===== config.mk =====
export PLATFORM = sky130hd
export DESIGN_NAME = ps2_key_decoder_flat
export DESIGN_NICKNAME = d
export VERILOG_FILES = /design/src/rtl/ps2_keys_pkg.sv /design/src/rtl/ps2_key_decoder_if.sv /design/src/rtl/ps2_keymap.sv /design/src/rtl/ps2_key_decoder.sv /design/src/flat_wrapper.sv
export SDC_FILE = /design/constraint.sdc
export NUM_CORES = 1
export LEC_CHECK = 0
export BUFFER_PORTS_ARGS = -buffer_cell sky130_fd_sc_hd__buf_2
export CAP_MARGIN = 25
export CORE_MARGIN = 3
export CORE_UTILIZATION = 60
export CTS_CLUSTER_DIAMETER = 80
export DETAILED_ROUTE_END_ITERATION = 7
export PLACE_DENSITY = 0.81
export SYNTH_ARGS = -nofsm -noshare
export SYNTH_HDL_FRONTEND = slang
export SYNTH_SLANG_ARGS = --single-unit

===== constraint.sdc =====
create_clock -name clk -period 5.81 [get_ports clk]
set_clock_uncertainty 0.1 [all_clocks]
set_input_delay 0.2905 -clock clk [delete_from_list [all_inputs] [get_ports clk]]
set_output_delay 0.2905 -clock clk [all_outputs]
set_load 0.01 [all_outputs]

===== src/rtl/ps2_keys_pkg.sv =====
// ps2_keys_pkg
// Shared constants for the PS/2 set-2 key decoder: prefix and ignorable
// byte values, game-key scan codes, bit positions within the keys vector,
// and the decoder state encoding.
package ps2_keys_pkg;

  // Prefixes and keyboard status / response bytes
  localparam logic [7:0] SC_E0 = 8'hE0;  // extended prefix
  localparam logic [7:0] SC_F0 = 8'hF0;  // break prefix
  localparam logic [7:0] SC_E1 = 8'hE1;  // pause sequence prefix
  localparam logic [7:0] SC_AA = 8'hAA;  // self-test passed
  localparam logic [7:0] SC_FA = 8'hFA;  // acknowledge
  localparam logic [7:0] SC_FE = 8'hFE;  // resend request
  localparam logic [7:0] SC_EE = 8'hEE;  // echo
  localparam logic [7:0] SC_00 = 8'h00;  // buffer overrun / error
  localparam logic [7:0] SC_FF = 8'hFF;  // buffer overrun / error

  // Fake shift codes emitted around extended keys (dropped after E0 / E0 F0)
  localparam logic [7:0] SC_FAKE_LSHIFT = 8'h12;
  localparam logic [7:0] SC_FAKE_RSHIFT = 8'h59;

  // Game key scan codes: extended (arrows) and non-extended bindings
  localparam logic [7:0] SC_ARROW_LEFT  = 8'h6B;
  localparam logic [7:0] SC_ARROW_RIGHT = 8'h74;
  localparam logic [7:0] SC_ARROW_UP    = 8'h75;
  localparam logic [7:0] SC_ARROW_DOWN  = 8'h72;
  localparam logic [7:0] SC_A           = 8'h1C;
  localparam logic [7:0] SC_D           = 8'h23;
  localparam logic [7:0] SC_W           = 8'h1D;
  localparam logic [7:0] SC_S           = 8'h1B;
  localparam logic [7:0] SC_SPACE       = 8'h29;
  localparam logic [7:0] SC_LCTRL       = 8'h14;
  localparam logic [7:0] SC_ENTER       = 8'h5A;
  localparam logic [7:0] SC_ESC         = 8'h76;

  // Bit positions in the keys vector
  localparam logic [2:0] KEY_LEFT  = 3'd0;
  localparam logic [2:0] KEY_RIGHT = 3'd1;
  localparam logic [2:0] KEY_UP    = 3'd2;
  localparam logic [2:0] KEY_DOWN  = 3'd3;
  localparam logic [2:0] KEY_JUMP  = 3'd4;
  localparam logic [2:0] KEY_FIRE  = 3'd5;
  localparam logic [2:0] KEY_ENTER = 3'd6;
  localparam logic [2:0] KEY_ESC   = 3'd7;

  // Bytes still to swallow after E1 (E1 14 77 E1 F0 14 F0 77)
  localparam logic [2:0] SKIP_LEN = 3'd7;

  typedef enum logic [2:0] {
    ST_IDLE   = 3'd0,
    ST_EXT    = 3'd1,
    ST_BRK    = 3'd2,
    ST_EXTBRK = 3'd3,
    ST_SKIP   = 3'd4
  } state_t;

  // Bytes that never start or complete a key event when seen in IDLE
  function automatic logic is_ignored(input logic [7:0] b);
    return (b == SC_AA) || (b == SC_FA) || (b == SC_FE) ||
           (b == SC_EE) || (b == SC_00) || (b == SC_FF);
  endfunction

  function automatic logic is_fake_shift(input logic [7:0] b);
    return (b == SC_FAKE_LSHIFT) || (b == SC_FAKE_RSHIFT);
  endfunction

endpackage


===== src/rtl/ps2_key_decoder_if.sv =====
// ps2_key_decoder_if
// Bundles the receiver byte stream feeding the decoder and the decoder's
// key/event outputs.
//   ready_in, data_in : byte stream from the PS/2 receiver
//   keys              : registered pressed-key vector
//   ev_*              : key event strobe and its attributes
// Modports: master = byte source / event consumer, slave = decoder.
interface ps2_key_decoder_if;
  logic       ready_in;
  logic [7:0] data_in;
  logic [7:0] keys;
  logic       ev_valid;
  logic [7:0] ev_code;
  logic       ev_ext;
  logic       ev_break;
  logic       ev_repeat;

  modport master (
    output ready_in, data_in,
    input  keys, ev_valid, ev_code, ev_ext, ev_break, ev_repeat
  );

  modport slave (
    input  ready_in, data_in,
    output keys, ev_valid, ev_code, ev_ext, ev_break, ev_repeat
  );
endinterface


===== src/rtl/ps2_keymap.sv =====
// ps2_keymap
// Combinational lookup from (extended flag, scan code) to a keys-vector bit.
//   ext  in  1 : code was E0-prefixed
//   code in  8 : final scan-code byte
//   hit  out 1 : code is bound to a game key
//   idx  out 3 : keys bit index (valid when hit)
module ps2_keymap
  import ps2_keys_pkg::*;
(
  input  logic       ext,
  input  logic [7:0] code,
  output logic       hit,
  output logic [2:0] idx
);

  always_comb begin
    hit = 1'b0;
    idx = 3'd0;
    if (ext) begin
      unique case (code)
        SC_ARROW_LEFT:  begin hit = 1'b1; idx = KEY_LEFT;  end
        SC_ARROW_RIGHT: begin hit = 1'b1; idx = KEY_RIGHT; end
        SC_ARROW_UP:    begin hit = 1'b1; idx = KEY_UP;    end
        SC_ARROW_DOWN:  begin hit = 1'b1; idx = KEY_DOWN;  end
        default:        ;
      endcase
    end else begin
      unique case (code)
        SC_A:     begin hit = 1'b1; idx = KEY_LEFT;  end
        SC_D:     begin hit = 1'b1; idx = KEY_RIGHT; end
        SC_W:     begin hit = 1'b1; idx = KEY_UP;    end
        SC_S:     begin hit = 1'b1; idx = KEY_DOWN;  end
        SC_SPACE: begin hit = 1'b1; idx = KEY_JUMP;  end
        SC_LCTRL: begin hit = 1'b1; idx = KEY_FIRE;  end
        SC_ENTER: begin hit = 1'b1; idx = KEY_ENTER; end
        SC_ESC:   begin hit = 1'b1; idx = KEY_ESC;   end
        default:  ;
      endcase
    end
  end

endmodule


===== src/rtl/ps2_key_decoder.sv =====
// ps2_key_decoder
// Turns the PS/2 receiver byte stream into key events and a pressed-key
// vector, handling E0 (extended), F0 (break) and E1 (pause) prefixes.
//   clk  in : system clock
//   rst  in : synchronous active-high reset
//   bus     : ps2_key_decoder_if.slave (ready_in/data_in in; keys, ev_* out)
// Parameter TIMEOUT_CYCLES: idle cycles after which a pending prefix is dropped.
module ps2_key_decoder
  import ps2_keys_pkg::*;
#(
  parameter int unsigned TIMEOUT_CYCLES = 2_000_000
) (
  input  logic             clk,
  input  logic             rst,
  ps2_key_decoder_if.slave bus
);

  localparam int TW = $clog2(TIMEOUT_CYCLES + 1);
  localparam logic [TW-1:0] TMO_MAX = TW'(TIMEOUT_CYCLES);

  state_t        state_q, state_d;
  logic          rdy_q;
  logic [2:0]    skip_q, skip_d;
  logic [TW-1:0] tmo_q, tmo_d;
  logic [7:0]    keys_q, keys_d;
  logic          ev_valid_q, ev_valid_d;
  logic [7:0]    ev_code_q, ev_code_d;
  logic          ev_ext_q, ev_ext_d;
  logic          ev_break_q, ev_break_d;
  logic          ev_repeat_q, ev_repeat_d;

  logic          accept;
  logic          map_ext;
  logic          map_hit;
  logic [2:0]    map_idx;
  logic          emit;
  logic          emit_break;

  // One accept per rising edge of ready_in, however long the level is held
  assign accept = bus.ready_in & ~rdy_q;

  // An event completed in EXT/EXTBRK is extended; in IDLE/BRK it is not
  assign map_ext = (state_q == ST_EXT) || (state_q == ST_EXTBRK);

  ps2_keymap u_keymap (
    .ext  (map_ext),
    .code (bus.data_in),
    .hit  (map_hit),
    .idx  (map_idx)
  );

  always_comb begin
    state_d     = state_q;
    skip_d      = skip_q;
    tmo_d       = tmo_q;
    keys_d      = keys_q;
    ev_valid_d  = 1'b0;
    ev_code_d   = ev_code_q;
    ev_ext_d    = ev_ext_q;
    ev_break_d  = ev_break_q;
    ev_repeat_d = ev_repeat_q;
    emit        = 1'b0;
    emit_break  = 1'b0;

    if (accept) begin
      // An accept beats a coinciding timeout: the byte is decoded in the
      // current state and the idle counter restarts.
      tmo_d = '0;
      unique case (state_q)
        ST_IDLE: begin
          if (bus.data_in == SC_E0) begin
            state_d = ST_EXT;
          end else if (bus.data_in == SC_F0) begin
            state_d = ST_BRK;
          end else if (bus.data_in == SC_E1) begin
            state_d = ST_SKIP;
            skip_d  = SKIP_LEN;
          end else if (!is_ignored(bus.data_in)) begin
            emit = 1'b1;
          end
        end
        ST_EXT: begin
          if (bus.data_in == SC_F0) begin
            state_d = ST_EXTBRK;
          end else if (bus.data_in == SC_E0) begin
            state_d = ST_EXT;
          end else if (is_fake_shift(bus.data_in)) begin
            state_d = ST_IDLE;
          end else begin
            emit    = 1'b1;
            state_d = ST_IDLE;
          end
        end
        ST_BRK: begin
          emit       = 1'b1;
          emit_break = 1'b1;
          state_d    = ST_IDLE;
        end
        ST_EXTBRK: begin
          state_d = ST_IDLE;
          if (!is_fake_shift(bus.data_in)) begin
            emit       = 1'b1;
            emit_break = 1'b1;
          end
        end
        ST_SKIP: begin
          skip_d = skip_q - 3'd1;
          if (skip_q <= 3'd1) begin
            skip_d  = 3'd0;
            state_d = ST_IDLE;
          end
        end
        default: state_d = ST_IDLE;
      endcase
    end else if (state_q != ST_IDLE) begin
      if (tmo_q == TMO_MAX) begin
        state_d = ST_IDLE;
        skip_d  = 3'd0;
        tmo_d   = '0;
      end else begin
        tmo_d = tmo_q + TW'(1);
      end
    end else begin
      tmo_d = '0;
    end

    if (emit) begin
      ev_valid_d  = 1'b1;
      ev_code_d   = bus.data_in;
      ev_ext_d    = map_ext;
      ev_break_d  = emit_break;
      ev_repeat_d = !emit_break && map_hit && keys_q[map_idx];
      if (map_hit) begin
        keys_d[map_idx] = !emit_break;
      end
    end
  end

  always_ff @(posedge clk) begin
    if (rst) begin
      state_q     <= ST_IDLE;
      rdy_q       <= 1'b0;
      skip_q      <= 3'd0;
      tmo_q       <= '0;
      keys_q      <= 8'h00;
      ev_valid_q  <= 1'b0;
      ev_code_q   <= 8'h00;
      ev_ext_q    <= 1'b0;
      ev_break_q  <= 1'b0;
      ev_repeat_q <= 1'b0;
    end else begin
      state_q     <= state_d;
      rdy_q       <= bus.ready_in;
      skip_q      <= skip_d;
      tmo_q       <= tmo_d;
      keys_q      <= keys_d;
      ev_valid_q  <= ev_valid_d;
      ev_code_q   <= ev_code_d;
      ev_ext_q    <= ev_ext_d;
      ev_break_q  <= ev_break_d;
      ev_repeat_q <= ev_repeat_d;
    end
  end

  assign bus.keys      = keys_q;
  assign bus.ev_valid  = ev_valid_q;
  assign bus.ev_code   = ev_code_q;
  assign bus.ev_ext    = ev_ext_q;
  assign bus.ev_break  = ev_break_q;
  assign bus.ev_repeat = ev_repeat_q;

endmodule


===== src/flat_wrapper.sv =====
// flat-port wrapper written by rule: the top's interface ports become plain ports
module ps2_key_decoder_flat import ps2_keys_pkg::*;
#(
  parameter int unsigned TIMEOUT_CYCLES = 2_000_000
)
  (clk, rst, bus_ready_in, bus_data_in, bus_keys, bus_ev_valid, bus_ev_code, bus_ev_ext, bus_ev_break, bus_ev_repeat);
  ps2_key_decoder_if bus_i ();
  input  logic clk;
  input  logic rst;
  input wire logic [$bits(bus_i.ready_in)-1:0] bus_ready_in;
  input wire logic [$bits(bus_i.data_in)-1:0] bus_data_in;
  output wire logic [$bits(bus_i.keys)-1:0] bus_keys;
  output wire logic [$bits(bus_i.ev_valid)-1:0] bus_ev_valid;
  output wire logic [$bits(bus_i.ev_code)-1:0] bus_ev_code;
  output wire logic [$bits(bus_i.ev_ext)-1:0] bus_ev_ext;
  output wire logic [$bits(bus_i.ev_break)-1:0] bus_ev_break;
  output wire logic [$bits(bus_i.ev_repeat)-1:0] bus_ev_repeat;
  assign bus_i.ready_in = bus_ready_in;
  assign bus_i.data_in = bus_data_in;
  assign bus_keys = bus_i.keys;
  assign bus_ev_valid = bus_i.ev_valid;
  assign bus_ev_code = bus_i.ev_code;
  assign bus_ev_ext = bus_i.ev_ext;
  assign bus_ev_break = bus_i.ev_break;
  assign bus_ev_repeat = bus_i.ev_repeat;
  ps2_key_decoder #(.TIMEOUT_CYCLES(TIMEOUT_CYCLES)) u_core (.clk(clk), .rst(rst), .bus(bus_i));
endmodule

After elaboration in Yosys (flattened, before gate mapping)

Index checks and enable logic that the tools add are counted.

Register bits after elaboration: 48
Output and inout port bits: 20

Add/sub/neg operators: 2
Order comparisons: 3
Equal/unequal tests: 33
Muxes and demuxes: 39
Bitwise operators: 3
Reductions and logical operators: 22

Operators with widths:

| operator                | count |
|---|---|
| $eq A8 B8 Y1 const B    | 8 |
| $eq A8 B7 Y1 const B    | 7 |
| $mux W3                 | 14 |
| $eq A8 B5 Y1 const B    | 5 |
| $add A21 B1 Y21 const B | 1 |
| $eq A21 B21 Y1 const B  | 1 |
| $pmux W3 S7             | 1 |
| $eq A8 B6 Y1 const B    | 2 |
| $mux W1                 | 16 |
| $ne A3 B3 Y1 const B    | 5 |
| $pmux W3 S3             | 1 |
| $bwmux W8               | 1 |
| $logic_not A8 Y1        | 1 |
| $reduce_or A4 Y1        | 2 |
| $reduce_or A8 Y1        | 1 |
| $logic_or A1 B1 Y1      | 7 |
| $eq A3 B2 Y1 const B    | 2 |
| $pmux W2 S3             | 1 |
| $pmux W3 S2             | 1 |
| $reduce_and A6 Y1       | 1 |
| $ne A5 B5 Y1 const B    | 1 |
| $lt A3 B4 Y1 const B    | 1 |
| $pmux W1 S4             | 1 |
| $reduce_and A4 Y1       | 1 |
| 16 further kinds        | 20 |

Logic depth before layout (Yosys ltp)

Depth in word-level cells: 13
Mapped depth: 9

By module

A second synthesis with hierarchy kept.

Cells, all modules: 348
Area, all modules: 2889.0 µm²

By module, submodules not included:

| module          | instances | cells an instance | area each (µm²) | sequential area each (µm²) |
|---|---|---|---|---|
| ps2_key_decoder | 1         | 302               | 2567.5          | 960.9 |
| ps2_keymap      | 1         | 46                | 321.6           | 0.0 |

Worst setup path after synthesis

Ideal clock, no wire load.

Path type: input port to flip-flop
Start: input bus_data_in[2]
End: register u_core.ev_repeat_q (netlist: u_core.bus.ev_repeat)
Setup time: 0.084 ns
Arrival: 2.025 ns
Required time: 5.626 ns
Setup slack: 3.601 ns
Stages on the path: 7
Path buffers: 1
Path through: buf_2 > or3b_4 > o311a_1 > nand3_2 > nand3_2 > or3b_2 > o31ai_2

Longest elaborated chain between the ends: 12
Elaborated cells on any way between the ends: 53

RTL lines:

| item                             | line                   | text |
|---|---|---|
| from (decl)                      | flat_wrapper.sv:11     | `input wire logic [$bits(bus_i.data_in)-1:0] bus_data_in;` |
| $eq A8 B8 Y1                     | ps2_keys_pkg.sv:59     | `return (b == SC_AA) \|\| (b == SC_FA) \|\| (b == SC_FE) \|\|` |
| $logic_or A1 B1 Y1 (3 in series) | ps2_keys_pkg.sv:59     |  |
| $logic_or A1 B1 Y1 (2 in series) | ps2_keys_pkg.sv:60     | `(b == SC_EE) \|\| (b == SC_00) \|\| (b == SC_FF);` |
| $mux W1                          | ps2_key_decoder.sv:78  | `end else if (!is_ignored(bus.data_in)) begin` |
| $mux W1                          | ps2_key_decoder.sv:75  | `end else if (bus.data_in == SC_E1) begin` |
| $mux W1                          | ps2_key_decoder.sv:73  | `end else if (bus.data_in == SC_F0) begin` |
| $mux W1                          | ps2_key_decoder.sv:71  | `if (bus.data_in == SC_E0) begin` |
| $pmux W1 S4                      | ps2_key_decoder.sv:69  | `unique case (state_q)` |
| $mux W1                          | ps2_key_decoder.sv:65  | `if (accept) begin` |
| to (signal assigned)             | ps2_key_decoder.sv:161 | `ev_repeat_q <= ev_repeat_d;` |
| to (decl)                        | ps2_key_decoder.sv:30  | `logic ev_repeat_q, ev_repeat_d;` |

Several ways; a longest one is shown, not always the timed one. The select of a mux whose other input is x is not followed.
A chain may end at the register's enable or synchronous reset.

Worst setup path in the final report

Start: input bus_data_in[3]
End: register u_core.ev_repeat_q (netlist: u_core.bus.ev_repeat)

Same word-level chain as after synthesis.

==> flow_summary.toml <==
[floorplanning]
dieHeight_microns = 73.95
die_w_microns = 73.95
die_area_sq_mm = 0.005468
row_count = 24
pin_count = 31
start_util_pct = 62.76
core-area_sq_mm = 0.004414

[layout]
antenna_cells = 0
drive_gt1_share_pct = 14.29
fin_cells = 402
final_nets = 364
area_delta_synth_final_pct = 9.079

[worst_setup_path]
path_max_fanout = 19
crit_type = "in2reg"
worstSetupEndpointType = "flop"
cp_cell_sequence = "buf_2, or3b_4, o311a_1, nand3_2, nand3_2, or3b_2, o31ai_2"
ff2ff_path_depth = 6
arrival_ns = 2.63
slowest_delay_ns = 0.61
crit_path_frequent_cell = "nand3_2"
worst_path_max_delay_cell = "or3b_2"
crit_path_start_kind = "input pin"
rrSetupSlack_ns = 3.32
required_ns = 5.94

[job]
max_cap_viol_count = 0

[cts]
post-cts-setup-buffer-count = 0
ctsResizeCount = 0
clock_latency_ns = 0.30
cts_tree = "yes"
cts_buffers = 5
cts-hold-fix-buffers = 0
htree_levels = 2
cts_max_path_buffers = 2
clk_pin_slew_ns = 0.10
cts_root_buf = "clkbuf_8"
clock_sinks = 48

[grt]
grt_first_pass_wirelength_mm = 10.21
grt_max_degree = 30
overflow = 0
grtUsageTotal_pct = 23.25
antenna_found_initial = 0
grt_pass1_vias = 2335

[sta]
slew_headroom_pct = 55.60
fin_setup_tns_ns = 0
rsz0062_at_grt = "false"
hold_viol_final = 0
tightestPinTransition_ns = 0.6660
setup_viol = 0
maxSlewViolCount = 0
fmax_mhz = 399.5
post-route-min-period_ns = 2.503
post-route-period-util_pct = 43.09

[drt]
drtIter0Drc = 266
route.detailed.wl_per_inst_microns = 14.84
vias_per_cell = 6.154
postRouteAntennaNets = 0
drc = 0
firstDrtPassIters = 4
finalWirelength_mm = 5.966
routed-via-count = 2474

[yosys]
synth_top_flop_cell = "dfxtp_1"
synth_area_leader_cell = "dfxtp_1"
ys_ff_latch = 48
synth-warning-count = 0
yosysUniqueCellTypes = 61
synth_commonest_cells = "nor2_1 (51), dfxtp_1 (48), xnor2_1 (14)"
synthTopCellsByArea = "dfxtp_1 (35%), nor2_1 (6.9%), xnor2_1 (4.4%), mux2i_1 (3.6%), nand4_1 (2.3%)"
async_reset_ff_share_pct = 0
avgSynthCellArea_sq_um = 8.369
yosysMostFrequentCell = "nor2_1"
synthCells = 331
ys_seq_area_share_pct = 34.69
syn-cell-area_sq_mm = 0.002770
synth-edff-count = 0
yosys.area.top_type_share_pct = 34.69
syn-num-nets = 346

[placed_design]
port_buffers = 30
dp.cells = 394
routabilityCongestion = 0.9080
hpwl_mm = 4.134

[power_and_ir_drop]
ir_worst_vdd_uv = 121.6
p_per_area_mw_per_mm2 = 220.4
p_leak_uw = 0.001065
finalPower_uw = 666.0

[worst_hold_path]
hold_path.class = "in2reg"
hold_depth = 2

[outcome]
status = "finished clean"
cell families after synthesis:
| family | share of synthesized area (%) |
|---|---|
| and+or+nand+nor | 32.11 |
| AOI/OAI and AO/OA | 16.76 |
| DFF | 34.69 |
| buffers and inverters | 4.697 |
| xor gates and xnor gates | 6.323 |
| muxes | 3.614 |
| adders and majority gates | 1.807 |
report_power, final:
group | internal (uW) | total, uW | leakage [uW] | switching [uW]
clock | 141 | 253 | 0.0000614 | 112
sequential | 336 | 340 | 0.000389 | 4.15
combinational | 26.8 | 73.3 | 0.000615 | 46.5
total | 503 | 666 | 0.00106 | 163
cell type report:
type	count	area [sq um]
clock buffer	6	82.58
clock inverter	2	38.79
fill	394	1393
inverter	12	45.04
multi-input combinational	252	1679
sequential	48	960.9
tap	52	65.06
timing repair buffer	30	150.1
cell usage in the layout, fill, tap and decap left out, drive strengths merged, types with 2 or more instances in the layout:
master	instances
a211o	3
a211oi	7
a21oi	5
a22oi	2
a31oi	8
a32oi	2
a41oi	7
and2	5
and3	6
and3b	3
and4	3
buf	30
clkbuf	6
dfxtp	48
ha	4
inv	12
mux2i	10
nand2	13
nand2b	5
nand3	11
nand3b	3
nand4	10
nor2	51
nor2b	8
nor3	9
nor3b	6
nor4	10
nor4b	3
nor4bb	2
o21ai	9
o22ai	2
o31ai	3
or3	5
or3b	4
xnor2	14
xor2	6
metal layers:
metal	track usage, %	part of all wire, %
met3	4.324	4.2
met1	29.95	45
met4	8.451	0.99
met2	38.88	50
met5	0	0
final timing paths:
check / from / endpoint
max: bus_data_in[3] / u_core.bus.ev_repeat
max reg2reg: u_core.state_q[0] / u_core.bus.ev_repeat
min: bus_ready_in / u_core.rdy_q
min reg2reg: u_core.tmo_q[0] / u_core.tmo_q[0]
per-stage QoR:
stage	cell area (sq um)	util (%)	hold slack (ns)	setup WS, ns
finish	3022	68.45	0.1425	3.307
global route	3022	68.45	0.1503	3.149
CTS	3022	68.45	0.1370	3.327
detailed placement	2900	65.70	0.3701	3.021
global placement	2900	65.70	0.3557	3.086
floorplan	2770	-	0.3187	3.601
critical path, delay by kind of cell:
family,cells,cell delay (ns)
AND/OR/NAND/NOR,4,1.66
AO/OA/AOI/OAI,2,0.45
buffers and inverters,1,0.23
sequential cells by signal (all words and copies together) (netlist names):
name                  count
u_core.tmo_q             21
u_core.bus.ev_break       1
u_core.bus.ev_repeat      1
u_core.state_q            3
u_core.rdy_q              1
u_core.bus.keys           8
u_core.bus.ev_valid       1
u_core.bus.ev_ext         1
u_core.bus.ev_code        8
u_core.skip_q             3
No activity file was read; power rests on OpenSTA's default activity.
